**src/rtl/if_id_hazard_ctrl.sv**
```systemverilog
// IF/ID + PC sequencer: load-use stalls, taken-branch flushes, mult/div occupancy; saturating perf counters.
// Outputs are combinational from inputs and state (zero latency); stalls are the backpressure, pc_we/if_id_we drop together.
module if_id_hazard_ctrl #(
  parameter int MULDIV_LAT = 4,
  parameter int CNT_W      = 16
) (
  input  logic             clk,
  input  logic             rst_n,
  input  logic [31:0]      id_instr,
  input  logic             ex_mem_read,
  input  logic [4:0]       ex_rt,
  input  logic             branch_taken,
  input  logic             muldiv_start,
  output logic             pc_we,
  output logic             if_id_we,
  output logic             if_id_flush,
  output logic             id_ex_bubble,
  output logic             busy,
  output logic [CNT_W-1:0] stall_cnt,
  output logic [CNT_W-1:0] flush_cnt
);

  typedef enum logic {S_RUN, S_MD_WAIT} state_t;

  localparam logic [3:0] WAIT_LOAD = 4'(MULDIV_LAT - 2);

  state_t           r_state, w_state_nxt;
  logic [3:0]       r_wait_cnt, w_wait_cnt_nxt;
  logic [CNT_W-1:0] r_stall_cnt, r_flush_cnt;

  logic [5:0] w_op;
  logic [4:0] w_rs, w_rt;
  logic       w_uses_rt, w_lu;
  logic       w_pc_we, w_if_id_we, w_flush, w_bubble, w_busy;
  logic       w_unused;

  assign w_op      = id_instr[31:26];
  assign w_rs      = id_instr[25:21];
  assign w_rt      = id_instr[20:16];
  assign w_unused  = ^id_instr[15:0];
  assign w_uses_rt = (w_op == 6'h00) || (w_op == 6'h04) || (w_op == 6'h05) || (w_op == 6'h2B);
  assign w_lu      = ex_mem_read && (ex_rt != 5'd0) &&
                     ((ex_rt == w_rs) || (w_uses_rt && (ex_rt == w_rt)));

  always_comb begin
    w_pc_we        = 1'b1;
    w_if_id_we     = 1'b1;
    w_flush        = 1'b0;
    w_bubble       = 1'b0;
    w_busy         = 1'b0;
    w_state_nxt    = r_state;
    w_wait_cnt_nxt = r_wait_cnt;
    case (r_state)
      S_RUN: begin
        if (branch_taken) begin
          w_flush  = 1'b1;
          w_bubble = 1'b1;
        end else if (muldiv_start) begin
          w_pc_we    = 1'b0;
          w_if_id_we = 1'b0;
          w_bubble   = 1'b1;
          // With MULDIV_LAT==2 the single RUN-cycle stall is the whole occupancy.
          if (MULDIV_LAT > 2) begin
            w_state_nxt    = S_MD_WAIT;
            w_wait_cnt_nxt = WAIT_LOAD;
          end
        end else if (w_lu) begin
          w_pc_we    = 1'b0;
          w_if_id_we = 1'b0;
          w_bubble   = 1'b1;
        end
      end
      S_MD_WAIT: begin
        w_busy         = 1'b1;
        w_pc_we        = 1'b0;
        w_if_id_we     = 1'b0;
        w_bubble       = 1'b1;
        w_wait_cnt_nxt = r_wait_cnt - 4'd1;
        // Counter holds remaining wait cycles including this one.
        if (r_wait_cnt <= 4'd1) begin
          w_state_nxt = S_RUN;
        end
      end
      default: begin
        w_state_nxt = S_RUN;
      end
    endcase
  end

  always_ff @(posedge clk or negedge rst_n) begin
    if (!rst_n) begin
      r_state     <= S_RUN;
      r_wait_cnt  <= 4'd0;
      r_stall_cnt <= '0;
      r_flush_cnt <= '0;
    end else begin
      r_state    <= w_state_nxt;
      r_wait_cnt <= w_wait_cnt_nxt;
      if (!w_pc_we && (r_stall_cnt != {CNT_W{1'b1}})) begin
        r_stall_cnt <= r_stall_cnt + 1'b1;
      end
      if (w_flush && (r_flush_cnt != {CNT_W{1'b1}})) begin
        r_flush_cnt <= r_flush_cnt + 1'b1;
      end
    end
  end

  assign pc_we        = rst_n & w_pc_we;
  assign if_id_we     = rst_n & w_if_id_we;
  assign if_id_flush  = ~rst_n | w_flush;
  assign id_ex_bubble = ~rst_n | w_bubble;
  assign busy         = rst_n & w_busy;
  assign stall_cnt    = r_stall_cnt;
  assign flush_cnt    = r_flush_cnt;

endmodule

```
**config.mk**
```make
export PLATFORM = sky130hd
export DESIGN_NAME = if_id_hazard_ctrl
export DESIGN_NICKNAME = d
export VERILOG_FILES = /design/src/rtl/if_id_hazard_ctrl.sv
export SDC_FILE = /design/constraint.sdc
export NUM_CORES = 1
export LEC_CHECK = 0
export ABC_AREA = 1
export BUFFER_PORTS_ARGS = -buffer_cell sky130_fd_sc_hd__buf_2
export CORE_MARGIN = 1
export CORE_UTILIZATION = 46
export DETAILED_ROUTE_END_ITERATION = 12
export PLACE_DENSITY_LB_ADDON = 0.1
export REMOVE_ABC_BUFFERS = 1
export SLEW_MARGIN = 20
export SYNTH_ARGS = -nofsm -noshare
export SYNTH_HDL_FRONTEND = slang
export SYNTH_SLANG_ARGS = --single-unit
```
**constraint.sdc**
```tcl
create_clock -name clk -period 1.6 [get_ports clk]
set_clock_uncertainty 0.1 [all_clocks]
set_input_delay 0.16 -clock clk [delete_from_list [all_inputs] [get_ports clk]]
set_output_delay 0.16 -clock clk [all_outputs]
set_load 0.01 [all_outputs]
```
==> results by stage <==
Status:
- The flow ran to the end, but the final reports show violations.
- The checks that failed: negative setup slack.

Setup path:
- The kind of launch point of the worst setup path is a register.
- For this design, the slowest cell found on the critical path is dfrtp_1.
- In this design, the stage delay of the slowest critical-path cell is 0.38 ns.
- The path type of the worst setup path is reg2reg.
- In this run the worst path has a maximum fanout of 7.
- The data arrival time of the worst path is 1.76 ns.
- The critical path goes through ha_2 > nand4_1 > nor3_2 > nand2_1 > nand2_4 > buf_12 > nor2_4 > xor2_1.
- STA classifies the critical path endpoint as a register.
- For the worst setup path, the data required time is 1.68 ns.

Min path:
- The path class of the tightest hold or removal check is in2reg.

Synth:
- The number of warning messages in the yosys log is 0.
- The main combinational cell family by area after synthesis is simple AND/OR/NAND/NOR gates.
- The post-synthesis instance area is 2390 µm².
- Counting distinct cell types in the post-synthesis netlist gives 29.
- The prevailing post-synth register cell is dfrtp_1.
- The fraction of synthesis flops using an asynchronous set or reset pin is 100%.
- The area fraction in and, or, nand and nor cells after synthesis is 36.1%.
- For this run, the register share of the synthesized area comes to 38.7%.
- The synthesized netlist devotes 3.55% of its cell area to compound gates.
- In the synthesized netlist, the number of instances is 324.
- The adder and majority gate portion of the synthesized area is 2.09%.
- The multiplexer fraction of the synthesized cell area is 0%.
- In this run, synthesis inferred 0 flip-flops with an integrated enable.
- The synthesis-stage register bit count is 37.
- The fraction of synthesized cell area in xor and xnor cells is 11.3%.
- After synthesis, the mean cell area works out to 7.39 µm².

Clocking:
- The number of clock sinks is 37.
- The cell sitting at the root of the clock tree is a clkbuf_8.
- The clock-pin slew reported for the worst setup and hold paths after clock tree synthesis is 0.07 ns.
- The CTS buffer count is 5.
- The TritonCTS clock tree is built.
- Counting along the longest clock path gives a buffer depth of 2.
- The H-tree depth reported by CTS is 2.
- The insertion delay to the later sink of the worst-skew pair is 0.29 ns.

Final layout:
- The proportion of layout cells with a drive suffix above 1 is 38.6%.
- The post-route standard cell area excluding fillers is 3460 µm².
- The area growth from synthesis to layout is 44.4%.
- The most common cell after layout, fill and taps aside is nand2_1.
- The net total in the final layout is 488.
- The non-filler instance count after layout is 510.
- The number of antenna diodes in the final layout is 0.
- Leaving out fill and tap cells, the most frequent cells in the layout are nand2_1 (88), buf_2 (62), buf_4 (47).

Power and ir drop:
- The standby leakage power is 0.00187 µW.
- The maximum vdd drop is 0.890 mV.
- Power spread over the standard cell area amounts to 1170 nW/µm².

Run:
- The number of maximum-capacitance violations is 0.

Global routing:
- The first-pass GRT wire length is 9870 µm.
- Entering global routing, the biggest net connects 23 pins.
- The number of antenna violations at the first check in global routing is 0.
- After global routing the overflow that remains totals 0.
- The total track usage is 23.4%.
- The number of global-route vias before repair is 2336.

STA:
- Setup repair after global routing could not meet its margin everywhere.
- The share of the clock period used by the worst path after layout is 105%.
- The top achievable clock speed is 597 MHz.
- Once routing completed, OpenROAD measured the worst setup slack at -0.0752 ns.
- The worst max-slew margin expressed relative to the limit is 55.8%.
- Setup violations remaining at the end of the flow were counted as 26.
- The final-report hold violation count came to 0.
- The total count of max-transition violations in the final report is 0.
- Subtracting the final worst setup slack from the clock period gives 1.68 ns.
- In the final timing run, aggregate negative setup slack is -0.785 ns.
- The slew at the pin with the worst max-slew slack is 0.661 ns.

Routing:
- The final layout contains routed wiring with a total length of 6490 µm.
- After detailed routing, the number of remaining DRC violations is 0.
- In this run the remaining antenna-violating nets after routing total 0.
- The routed via count divided by cell count is 4.95.
- The detailed router's first-iteration violation count is 151.
- The average detailed-routed wire length per instance is 12.7 µm.
- The vias after detailed routing is 2522.
- Before antenna repair, the detailed router went through 4 iterations.

Place:
- During placement, the flow inserted port buffers numbering 62.
- At the end of routability-driven placement, the weighted congestion stood at 0.905.
- Summed over all nets, the half-perimeter wirelength after detailed placement is 4410 µm.
- The cell count after placement is 484.
- The placed instances occupy a cell area of 3040 µm².

Floorplanning:
- From bottom edge to top edge, the die measures 74.1 µm.
- The overall die area is 5500 µm².
- Row generation in the floorplan step produced 25 rows.
- The area of the core region is 4850 µm².
- The width of the die is 74.1 µm.
- The initial cell density of the core is 49.4%.
- The I/O pin count is 79.
## Yosys cell counts (all sizes together) (2+ instances only)
cell type | count | area [µm²]
nand3 | 21 | 115
inv | 39 | 146
ha | 4 | 50.1
nor2 | 34 | 143
dfrtp | 37 | 926
nor3 | 8 | 40.0
clkinv | 2 | 7.51
buf | 6 | 38.8
o21ai | 13 | 65.1
xnor2 | 12 | 105
nand2 | 98 | 375
xor2 | 19 | 166
nand4 | 23 | 159
## cell type report
cell class              instances  area (µm²)
well taps                      67        83.8
clock inverters                 2        10.0
multi-input cells             239        1420
inverters                      41         168
repair inverters                1        11.3
clock buffers                   6        72.6
fillers                       388        1390
repair buffers                117         768
flip-flops and latches         37         927
## repair_timing
| item | in CTS | in global routing |
|---|---|---|
| setup endpoints to repair | 32 | 28 |
| pin swaps | 8 | 11 |
| buffers inserted | 4 | 10 |
| gates resized for setup | 13 | 37 |
| cloned | 1 | 1 |
| endpoints found under the hold margin | 37 | 0 |
| hold buffers | 2 | 0 |
## state kept, by name (all words and copies together), names as in the netlist
name        count
r_state         1
stall_cnt      16
flush_cnt      16
r_wait_cnt      4
## layer usage
metal / global-route usage [%] / routed length (µm) / part of all wire [%]
met1: 28.1 / 2890 / 45
met3: 3.93 / 205 / 3.2
met4: 6.84 / 43 / 0.66
met5: 0 / 0 / 0
met2: 42.6 / 3350 / 52
## per-stage QoR
step                      total power (µW)  setup slack [ns]  hold slack, ns  utilization (%)
after global placement                2910           -0.0472          0.0582             62.8
after CTS                             3690           -0.0354           0.137             66.5
after detailed placement              2950           -0.0976          0.0646             62.8
final                                 4030           -0.0752           0.154             71.3
after floorplan                       2190            -0.256          -0.236                -
after global routing                  4340            -0.176           0.181             71.3
## where the power goes
group,total (µW),leakage (µW),internal [µW],switching (µW)
Clock,641,0.0000450,302,339
Combinational,2040,0.00135,957,1080
Sequential,1350,0.000478,1160,192
## worst paths after layout
kind	startpoint	to	slack, ns	cells after the start
setup / recovery	flush_cnt[0]	flush_cnt[3]	-0.08	8
hold / removal	muldiv_start	r_state	0.15	3
setup reg to reg	flush_cnt[0]	flush_cnt[3]	-0.08	8
hold reg to reg	r_wait_cnt[3]	r_wait_cnt[3]	0.40	1
max in group asynchronous	rst_n	flush_cnt[11]	0.49	3
min in group asynchronous	rst_n	stall_cnt[2]	0.32	3
## logic make-up after synthesis
logic type               count (synthesis)
AO/OA/AOI/OAI                           16
XOR/XNOR                                31
buffers and inverters                   48
AND/OR/NAND/NOR                        188
flip-flops                              37
adder cells (fa/ha/maj)                  4
## worst max-delay path, delay by kind of cell, from the launching register on
kind | cells | cell delay, ns
buffers and inverters | 1 | 0.16
XOR/XNOR | 1 | 0.13
AND/OR/NAND/NOR | 5 | 0.59
flip-flops | 1 | 0.38
adder cells (fa/ha/maj) | 1 | 0.21
Power figures use the tool's default switching activity.
